$ cat config.mk
export PLATFORM = sky130hd
export DESIGN_NAME = f2_sprite_scan_flat
export DESIGN_NICKNAME = d
export VERILOG_FILES = /design/src/rtl/f2_sprite_pkg.sv /design/src/rtl/f2_sprite_scan_if.sv /design/src/rtl/f2_sprite_desc_fifo.sv /design/src/rtl/f2_sprite_scan.sv /design/src/flat_wrapper.sv
export SDC_FILE = /design/constraint.sdc
export NUM_CORES = 1
export LEC_CHECK = 0
export BUFFER_PORTS_ARGS = -buffer_cell sky130_fd_sc_hd__buf_4
export CORE_UTILIZATION = 55
export DETAILED_ROUTE_END_ITERATION = 10
export PLACE_DENSITY = 0.71
export RECOVER_POWER = 25
export SETUP_SLACK_MARGIN = 0.05
export SLEW_MARGIN = 20
export SYNTH_ARGS = -nofsm -noshare
export SYNTH_HDL_FRONTEND = slang
export SYNTH_SLANG_ARGS = --single-unit
$ cat constraint.sdc
create_clock -name clk -period 7.86 [get_ports clk]
set_clock_uncertainty 0.1 [all_clocks]
set_input_delay 1.179 -clock clk [delete_from_list [all_inputs] [get_ports clk]]
set_output_delay 1.179 -clock clk [all_outputs]
set_load 0.1 [all_outputs]
$ cat src/rtl/f2_sprite_pkg.sv
// Shared types for the sprite RAM scanner: descriptor layout, scan FSM states
// and the index of each 16-bit word inside a sprite RAM entry.
package f2_sprite_pkg;

    localparam int CODE_IN_W  = 14;
    localparam int CODE_OUT_W = 20;
    localparam int POS_W      = 12;

    localparam logic [1:0] WORD_CODE = 2'd0;
    localparam logic [1:0] WORD_X    = 2'd1;
    localparam logic [1:0] WORD_Y    = 2'd2;
    localparam logic [1:0] WORD_ATTR = 2'd3;

    typedef enum logic [2:0] {
        IDLE,
        READ,
        BANK,
        CAPT,
        PUSH,
        DONE
    } scan_state_t;

    typedef struct packed {
        logic [CODE_OUT_W-1:0] code;
        logic [POS_W-1:0]      x;
        logic [POS_W-1:0]      y;
        logic [7:0]            color;
        logic                  flipx;
        logic                  flipy;
    } sprite_desc_t;

endpackage

$ cat src/rtl/f2_sprite_scan_if.sv
// Bus bundle of the sprite scanner: sprite RAM read port, code-banking
// request/response and the descriptor valid/ready stream.
interface f2_sprite_scan_if;
    import f2_sprite_pkg::*;

    logic                  ram_rd;
    logic [11:0]           ram_addr;
    logic [15:0]           ram_data;
    logic                  code_req;
    logic [CODE_IN_W-1:0]  code_original;
    logic [CODE_OUT_W-1:0] code_modified;
    logic                  desc_valid;
    logic                  desc_ready;
    logic [CODE_OUT_W-1:0] desc_code;
    logic [POS_W-1:0]      desc_x;
    logic [POS_W-1:0]      desc_y;
    logic [7:0]            desc_color;
    logic                  desc_flipx;
    logic                  desc_flipy;

    modport master (
        output ram_rd, ram_addr, code_req, code_original,
        output desc_valid, desc_code, desc_x, desc_y, desc_color, desc_flipx, desc_flipy,
        input  ram_data, code_modified, desc_ready
    );

    modport slave (
        input  ram_rd, ram_addr, code_req, code_original,
        input  desc_valid, desc_code, desc_x, desc_y, desc_color, desc_flipx, desc_flipy,
        output ram_data, code_modified, desc_ready
    );

endinterface

$ cat src/rtl/f2_sprite_desc_fifo.sv
// First-word-fall-through descriptor FIFO; a write into a full FIFO is refused
// even when a read happens in the same cycle.
module f2_sprite_desc_fifo
    import f2_sprite_pkg::*;
#(
    parameter int FIFO_DEPTH = 4
) (
    input  logic         clk,
    input  logic         reset,
    input  logic         wr_en,
    input  sprite_desc_t wr_data,
    output logic         full,
    input  logic         rd_en,
    output sprite_desc_t rd_data,
    output logic         empty
);

    localparam int AW = $clog2(FIFO_DEPTH);
    localparam logic [AW:0] FULL_COUNT = (AW + 1)'(FIFO_DEPTH);

    sprite_desc_t  mem [FIFO_DEPTH];
    logic [AW-1:0] wr_ptr;
    logic [AW-1:0] rd_ptr;
    logic [AW:0]   count;
    logic          do_wr;
    logic          do_rd;

    assign full    = (count == FULL_COUNT);
    assign empty   = (count == '0);
    assign do_wr   = wr_en && !full;
    assign do_rd   = rd_en && !empty;
    assign rd_data = mem[rd_ptr];

    always_ff @(posedge clk) begin
        if (do_wr) begin
            mem[wr_ptr] <= wr_data;
        end
    end

    always_ff @(posedge clk) begin
        if (reset) begin
            wr_ptr <= '0;
            rd_ptr <= '0;
            count  <= '0;
        end else begin
            if (do_wr) begin
                wr_ptr <= wr_ptr + 1'b1;
            end
            if (do_rd) begin
                rd_ptr <= rd_ptr + 1'b1;
            end
            case ({do_wr, do_rd})
                2'b10:   count <= count + 1'b1;
                2'b01:   count <= count - 1'b1;
                default: count <= count;
            endcase
        end
    end

endmodule

$ cat src/rtl/f2_sprite_scan.sv
// Walks sprite RAM, banks each tile code and queues sprite descriptors.
// Define F2_SPRITE_EMPTY_SKIP_EN to skip entries whose code word is zero.
module f2_sprite_scan
    import f2_sprite_pkg::*;
#(
    parameter int NUM_ENTRIES = 1024,
    parameter int FIFO_DEPTH  = 4
) (
    input  logic                clk,
    input  logic                reset,
    input  logic                start,
    output logic                busy,
    output logic                done,
    f2_sprite_scan_if.master    bus
);

`ifdef F2_SPRITE_EMPTY_SKIP_EN
    localparam bit SKIP_EMPTY = 1'b1;
`else
    localparam bit SKIP_EMPTY = 1'b0;
`endif

    localparam logic [9:0] LAST_ENTRY = 10'(NUM_ENTRIES - 1);

    scan_state_t          state;
    logic [9:0]           entry;
    logic [1:0]           word;
    logic                 rd_q;
    logic [1:0]           word_q;
    logic [CODE_IN_W-1:0] w_code;
    logic [POS_W-1:0]     w_x;
    logic [POS_W-1:0]     w_y;
    logic [9:0]           w_attr;
    sprite_desc_t         desc_reg;
    sprite_desc_t         head;
    logic                 fifo_full;
    logic                 fifo_empty;
    logic                 fifo_wr;
    logic                 entry_empty;
    logic                 unused_bits;

    assign bus.ram_addr = {entry, word};
    assign fifo_wr      = (state == PUSH) && !fifo_full;
    assign entry_empty  = SKIP_EMPTY && (w_code == '0);
    assign unused_bits  = ^bus.ram_data[15:14];

    // Read data trails the strobe by one cycle, so tag it with the word it answers.
    always_ff @(posedge clk) begin
        if (reset) begin
            rd_q   <= 1'b0;
            word_q <= '0;
        end else begin
            rd_q   <= bus.ram_rd;
            word_q <= word;
        end
    end

    always_ff @(posedge clk) begin
        if (rd_q) begin
            case (word_q)
                WORD_CODE: w_code <= bus.ram_data[CODE_IN_W-1:0];
                WORD_X:    w_x    <= bus.ram_data[POS_W-1:0];
                WORD_Y:    w_y    <= bus.ram_data[POS_W-1:0];
                default:   w_attr <= bus.ram_data[9:0];
            endcase
        end
    end

    // Outputs are registered, so each transition also loads the next state's strobes.
    always_ff @(posedge clk) begin
        if (reset) begin
            state             <= IDLE;
            entry             <= '0;
            word              <= '0;
            busy              <= 1'b0;
            done              <= 1'b0;
            bus.ram_rd        <= 1'b0;
            bus.code_req      <= 1'b0;
            bus.code_original <= '0;
            desc_reg          <= '0;
        end else begin
            done         <= 1'b0;
            bus.code_req <= 1'b0;
            case (state)
                IDLE: begin
                    if (start) begin
                        state      <= READ;
                        entry      <= '0;
                        word       <= '0;
                        busy       <= 1'b1;
                        bus.ram_rd <= 1'b1;
                    end
                end
                READ: begin
                    word <= word + 2'd1;
                    if (word == WORD_ATTR) begin
                        if (entry_empty && entry == LAST_ENTRY) begin
                            state      <= DONE;
                            busy       <= 1'b0;
                            done       <= 1'b1;
                            bus.ram_rd <= 1'b0;
                        end else if (entry_empty) begin
                            entry <= entry + 10'd1;
                        end else begin
                            state             <= BANK;
                            bus.ram_rd        <= 1'b0;
                            bus.code_req      <= 1'b1;
                            bus.code_original <= w_code;
                        end
                    end
                end
                BANK: begin
                    state <= CAPT;
                end
                CAPT: begin
                    desc_reg <= '{code:  bus.code_modified,
                                  x:     w_x,
                                  y:     w_y,
                                  color: w_attr[7:0],
                                  flipx: w_attr[8],
                                  flipy: w_attr[9]};
                    state    <= PUSH;
                end
                PUSH: begin
                    if (!fifo_full) begin
                        if (entry == LAST_ENTRY) begin
                            state <= DONE;
                            busy  <= 1'b0;
                            done  <= 1'b1;
                        end else begin
                            state      <= READ;
                            entry      <= entry + 10'd1;
                            word       <= '0;
                            bus.ram_rd <= 1'b1;
                        end
                    end
                end
                DONE: begin
                    state <= IDLE;
                end
                default: begin
                    state <= IDLE;
                end
            endcase
        end
    end

    f2_sprite_desc_fifo #(
        .FIFO_DEPTH (FIFO_DEPTH)
    ) u_fifo (
        .clk     (clk),
        .reset   (reset),
        .wr_en   (fifo_wr),
        .wr_data (desc_reg),
        .full    (fifo_full),
        .rd_en   (bus.desc_ready),
        .rd_data (head),
        .empty   (fifo_empty)
    );

    assign bus.desc_valid = ~fifo_empty;
    assign bus.desc_code  = head.code;
    assign bus.desc_x     = head.x;
    assign bus.desc_y     = head.y;
    assign bus.desc_color = head.color;
    assign bus.desc_flipx = head.flipx;
    assign bus.desc_flipy = head.flipy;

endmodule

$ cat src/flat_wrapper.sv
// flat-port wrapper written by rule: the top's interface ports become plain ports
module f2_sprite_scan_flat import f2_sprite_pkg::*;
#(
    parameter int NUM_ENTRIES = 1024,
    parameter int FIFO_DEPTH  = 4
)
  (clk, reset, start, busy, done, bus_ram_rd, bus_ram_addr, bus_code_req, bus_code_original, bus_desc_valid, bus_desc_code, bus_desc_x, bus_desc_y, bus_desc_color, bus_desc_flipx, bus_desc_flipy, bus_ram_data, bus_code_modified, bus_desc_ready);
  f2_sprite_scan_if bus_i ();
  input  logic clk;
  input  logic reset;
  input  logic start;
  output logic busy;
  output logic done;
  output wire logic [$bits(bus_i.ram_rd)-1:0] bus_ram_rd;
  output wire logic [$bits(bus_i.ram_addr)-1:0] bus_ram_addr;
  output wire logic [$bits(bus_i.code_req)-1:0] bus_code_req;
  output wire logic [$bits(bus_i.code_original)-1:0] bus_code_original;
  output wire logic [$bits(bus_i.desc_valid)-1:0] bus_desc_valid;
  output wire logic [$bits(bus_i.desc_code)-1:0] bus_desc_code;
  output wire logic [$bits(bus_i.desc_x)-1:0] bus_desc_x;
  output wire logic [$bits(bus_i.desc_y)-1:0] bus_desc_y;
  output wire logic [$bits(bus_i.desc_color)-1:0] bus_desc_color;
  output wire logic [$bits(bus_i.desc_flipx)-1:0] bus_desc_flipx;
  output wire logic [$bits(bus_i.desc_flipy)-1:0] bus_desc_flipy;
  input wire logic [$bits(bus_i.ram_data)-1:0] bus_ram_data;
  input wire logic [$bits(bus_i.code_modified)-1:0] bus_code_modified;
  input wire logic [$bits(bus_i.desc_ready)-1:0] bus_desc_ready;
  assign bus_ram_rd = bus_i.ram_rd;
  assign bus_ram_addr = bus_i.ram_addr;
  assign bus_code_req = bus_i.code_req;
  assign bus_code_original = bus_i.code_original;
  assign bus_desc_valid = bus_i.desc_valid;
  assign bus_desc_code = bus_i.desc_code;
  assign bus_desc_x = bus_i.desc_x;
  assign bus_desc_y = bus_i.desc_y;
  assign bus_desc_color = bus_i.desc_color;
  assign bus_desc_flipx = bus_i.desc_flipx;
  assign bus_desc_flipy = bus_i.desc_flipy;
  assign bus_i.ram_data = bus_ram_data;
  assign bus_i.code_modified = bus_code_modified;
  assign bus_i.desc_ready = bus_desc_ready;
  f2_sprite_scan #(.NUM_ENTRIES(NUM_ENTRIES), .FIFO_DEPTH(FIFO_DEPTH)) u_core (.clk(clk), .reset(reset), .start(start), .busy(busy), .done(done), .bus(bus_i));
endmodule
## Word level (Yosys, flattened, before mapping)

Memory sizes are Yosys's and may differ from the RTL's. A register that Yosys moved wholly into a read port is not among the register bits.
Index checks and enable logic that the tools add are counted.

- Register bits after elaboration: 145
- Latch bits: 0
- Bits in writable memories: 216
- Bits in read-only memories: 0
- Memories: 1

Memories:

| name | words | width | rd ports | clocked after Yosys merged registers in | wr ports | line | RTL |
|---|---|---|---|---|---|---|---|
| u_core.u_fifo.mem | 4 | 54 | 1 | 1 | 1 | f2_sprite_desc_fifo.sv:21 | `sprite_desc_t mem [FIFO_DEPTH];` |

- Add/sub/neg operators: 6
- Multipliers: 0
- Div/mod/pow operators: 0
- $lt $le $gt $ge: 0
- Equal/unequal tests: 16
- Shift-type cells: 0
- Mux-type cells: 28
- Bitwise gates (word level): 4
- Reductions and logical operators: 24

Operators with widths:

| cell | number |
|---|---|
| 10-bit 2-to-1 mux | 3 |
| 10-bit case mux with 2 select lines | 1 |
| 3-bit case mux with 5 select lines | 1 |
| 3-bit 2-to-1 mux | 4 |
| 4-bit AND reduction | 3 |
| 10-bit by 1-bit adder with 10-bit output (second input constant) | 1 |
| 10-bit == test (second input constant) | 1 |
| 1-bit 2-to-1 mux | 10 |
| 2-bit 2-to-1 mux | 5 |
| 2-bit AND reduction | 5 |
| 2-bit != test (second input constant) | 4 |
| 2-bit by 1-bit adder with 2-bit output (second input constant) | 3 |
| 2-bit == test (second input constant) | 3 |
| 3-bit by 2-bit == test with 1-bit output (second input constant) | 2 |
| 3-bit == test (second input constant) | 2 |
| 3-bit zero test | 2 |
| 2-bit case mux with 3 select lines | 1 |
| 3-bit case mux with 2 select lines | 1 |
| 3-bit OR reduction | 2 |
| 5-bit AND reduction | 1 |
| 2-bit by 1-bit == test with 1-bit output (second input constant) | 2 |
| 1-bit NOT | 4 |
| 2-bit nonzero test | 2 |
| 3-bit by 1-bit adder with 3-bit output (second input constant) | 1 |
| 11 further kinds | 14 |

## Logic depth before layout (Yosys ltp)

- Depth after elaboration: 6
- Gate-level depth with buffers: 10
- Mapped depth without buffers: 9

## Modules after synthesis

Synthesis repeated with hierarchy kept, for this count alone.

- Cell total of the unflattened synthesis: 812
- Area, all modules: 13217.7 µm²

Modules (own cells, without submodules):

| module | times used | cells each | area an instance (µm²) | seq. area each (µm²) |
|---|---|---|---|---|
| f2_sprite_desc_fifo | 1 | 336 | 8334.2 | 6666.4 |
| f2_sprite_scan | 1 | 476 | 4883.4 | 3243.1 |

## Worst setup path after synthesis

No wires, ideal clock.

- Kind: register to register
- Start point: register u_core.state[0]
- End point: memory u_core.u_fifo.mem[0][0] in the netlist's numbering, enable pin
- Library setup time: 0.417 ns
- Data arrival time: 2.567 ns
- Required time: 7.343 ns
- Setup slack: 4.776 ns
- Cell stages (with the launch flop): 6
- Buffers on the path: 2
- Clock period less this slack: 3.084 ns
- Cell sequence: dfxtp_1 > or3b_1 > buf_2 > nor2_1 > clkbuf_1 > and2_1

- Longest elaborated chain between the ends: 5

RTL lines:

| item | line | RTL |
|---|---|---|
| start: declaration | f2_sprite_scan.sv:25 | `scan_state_t state;` |
| start signal: assignment | f2_sprite_scan.sv:72 | `state <= IDLE;` |
| start signal: assignment | f2_sprite_scan.sv:87 | `state <= READ;` |
| start signal: assignment | f2_sprite_scan.sv:98 | `state <= DONE;` |
| 3-bit == test | f2_sprite_scan.sv:43 | `assign fifo_wr = (state == PUSH) && !fifo_full;` |
| 1-bit logical AND | f2_sprite_scan.sv:43 |  |
| 1-bit logical AND | f2_sprite_desc_fifo.sv:30 | `assign do_wr = wr_en && !full;` |
| 1-bit 2-to-1 mux | f2_sprite_desc_fifo.sv:35 | `if (do_wr) begin` |
| 1-bit 2-to-1 mux (implied by the code) | f2_sprite_desc_fifo.sv:36 | `mem[wr_ptr] <= wr_data;` |
| end: declaration | f2_sprite_desc_fifo.sv:21 |  |

No other way between the ends.

==> impl_metrics.toml <==
[outcome]
status = "finished, final reports clean"

[sta]
post-route-period-util_pct = 50.5
setup_violations = 0
min_period_ps = 3970
max_slew_margin_pct = 30.3
fmax_ghz = 0.252
rsz0062_at_grt = "no"
hold_violations = 0
fin_tns_setup_ps = 0
tightest_slew_ps = 1040
drv_slew = 0

[worst_setup_path]
crit_chain = "buf_4 > mux4_2 > buf_4"
crit_path_end_kind = "output port"
crit_family = "buffers and inverters"
critPathBufInv = 2
cp_max_fo = 30
r2r_cells = 4
start_kind = "flop"
max_stage_delay_ps = 680
required_ps = 6580
crit_path_frequent_cell = "buf_4"
critPathKind = "flop to output port"
cp_slowest_cell = "dfxtp_4"
reg2reg_slack_ps = 4670
path_depth = 3
cp_data_arrival_time_ps = 2690

[finish]
multi_input_area_sq_mm = 0.00294
final_cells = 1273
fill_cells = 1587
drive_above_1_share_pct = 25.6
mostFrequentLayoutCells = "edfxtp_1 (264), nand2_1 (147), buf_4 (129)"
diodes = 0
final_common_cell = "edfxtp_1"
largest_register_ffs = 216
regArea_sq_mm = 0.00991
area_growth_pct = 18.3
fin_util_pct = 67.3
nets = 979

[pwr]
power.switching_mw = 0.710
p_seq_share_pct = 54.4
pwr-share-comb_pct = 1.6
power_mw = 3.75
p_sw_share_pct = 18.9
pwr-share-clk_pct = 44.0
p_leak_nw = 5.11
p_per_area_mw_per_mm2 = 243
intPower_mw = 3.04
vdd_drop_max_mv = 0.163

[logic_synthesis]
seq_area_frac_synth_pct = 76.0
netlist_area_sq_mm = 0.0130
yosys_warnings = 0
netlist.top_cell.by_area = "edfxtp_1"
yosys-top-cells-area = "edfxtp_1 (61%), dfxtp_1 (15%), mux4_2 (9.3%), nand2_1 (4.2%), a21oi_1 (3.2%)"
yosysTopAreaCellShare_pct = 60.8
synth_seq_cells = 363
synthesis.nets = 854
synth_area_per_cell_sq_um = 16.2
synthDistinctLibCells = 44
syn_inst = 806

[global_routing]
grtUsageTotal_pct = 21.0
antenna_found_initial = 0
grt_overflow = 0
grt_pass1_wl_mm = 38.2
grt_max_degree = 102
grt_pass1_vias = 7167

[hold_path]
whs_path_depth = 2
min_path_type = "flop to flop"

[clock_tree]
cts_resized = 0
cts-root-buf = "clkbuf_16"
cts_tree = "built"
clock-sinks = 363
post_cts_buffers = 0
cts_hold_buf = 0
clk_pin_slew_ps = 60
clock_latency_ps = 510
cts_made_buffers = 37
cts_buffer_depth = 3
htree_levels = 2

[job]
drv_cap = 0

[routing]
drcViolationCount = 0
routed_wirelength_mm = 24.3
drtIter0Drc = 487
avgViaCountPerCell = 5.48
ant_nets = 0
wire_per_inst_um = 19.1
vias = 6970
dr.pass1.iters = 5

[place]
gp_congestion = 0.771
port-buffer-count = 122
dp_hpwl_mm = 13.3
dpl.cell_count = 1205

[floorplan]
die_y_um = 156
core.rowCount = 55
core_area_sq_mm = 0.0229
design.die.area_sq_mm = 0.0243
initial_core_util_pct = 56.9
io_pins = 125
die_width_um = 156
-- Yosys cell counts, drive strengths merged --
cell,instances
nand4,3
nand2b,1
mux4,54
nor2,21
o31a,1
clkbuf,30
and3,1
edfxtp,264
dfxtp,99
nand3,5
nand4b,1
a21oi,84
or4,5
nor2b,6
nor4b,1
nor3b,5
nand2,147
o21bai,1
nor4,3
o41ai,1
ha,7
nor4bb,1
o311ai,1
and3b,1
o21ai,7
buf,14
inv,9
nor3,7
a31o,2
or3b,1
and2,5
xnor2,2
fa,1
a211oi,2
o21a,1
xor2,3
o31ai,2
a311oi,3
or2,1
or3,3
-- per-layer routing --
metal  wire length [um]  global-route usage (%)  up-vias
li1                   -                       -     3281
met1              10000                    27.3     3398
met2              12100                    35.3      241
met3               1620                    4.28       50
met4                556                    7.19        0
met5                  0                       0        -
-- final timing paths --
kind / start / end
setup reg to reg: u_core.state[2]$_SDFFE_PP0P_ / u_core.u_fifo.mem[3][34]$_DFFE_PP_
hold reg to reg: u_core.bus.code_original[8]$_SDFFE_PP0P_ / u_core.bus.code_original[8]$_SDFFE_PP0P_
setup / recovery: flop / bus_desc_flipx
hold / removal: u_core.bus.code_original[8]$_SDFFE_PP0P_ / u_core.bus.code_original[8]$_SDFFE_PP0P_
-- metrics by stage --
stage	hold WS, ps	area, sq um	setup WS (ps)
after floorplan	360	13000	4780
after global placement	342	14200	4320
after detailed placement	351	14200	4310
after CTS	359	15400	3770
after global routing	373	15400	3690
final	361	15400	3890
-- power by group through the flow --
stage	sequential [mW]	combinational [mW]	clock [mW]
floorplan	2.10	0.0194	0
global placement	2.08	0.0592	0
detailed placement	2.08	0.0596	0
CTS	2.04	0.0597	1.68
global route	2.04	0.0636	1.75
finish	2.04	0.0597	1.65
-- final cells by class --
| cell class | count | share of cell area, % |
|---|---|---|
| sequential | 363 | 64.3 |
| multi-input combinational | 390 | 19.1 |
| clock buffer | 59 | 7.07 |
| timing repair buffer | 130 | 6.35 |
| tap | 313 | 2.54 |
| clock inverter | 9 | 0.479 |
| inverter | 9 | 0.219 |
-- cell families after synthesis --
kind of cell | synth area share [%]
buffers and inverters | 1.63
multiplexers | 9.33
AND/OR/NAND/NOR | 7.44
flip-flops | 76.0
adder cells (fa/ha/maj) | 0.825
AO/OA/AOI/OAI | 4.42
XOR/XNOR | 0.336
-- tightest hold or removal path, cell delays in order, from the launching register on --
cell	delay (ps)
dfxtp_1	310
nand2_1	50
a21oi_1	50
No activity file was read; power rests on OpenSTA's default activity.
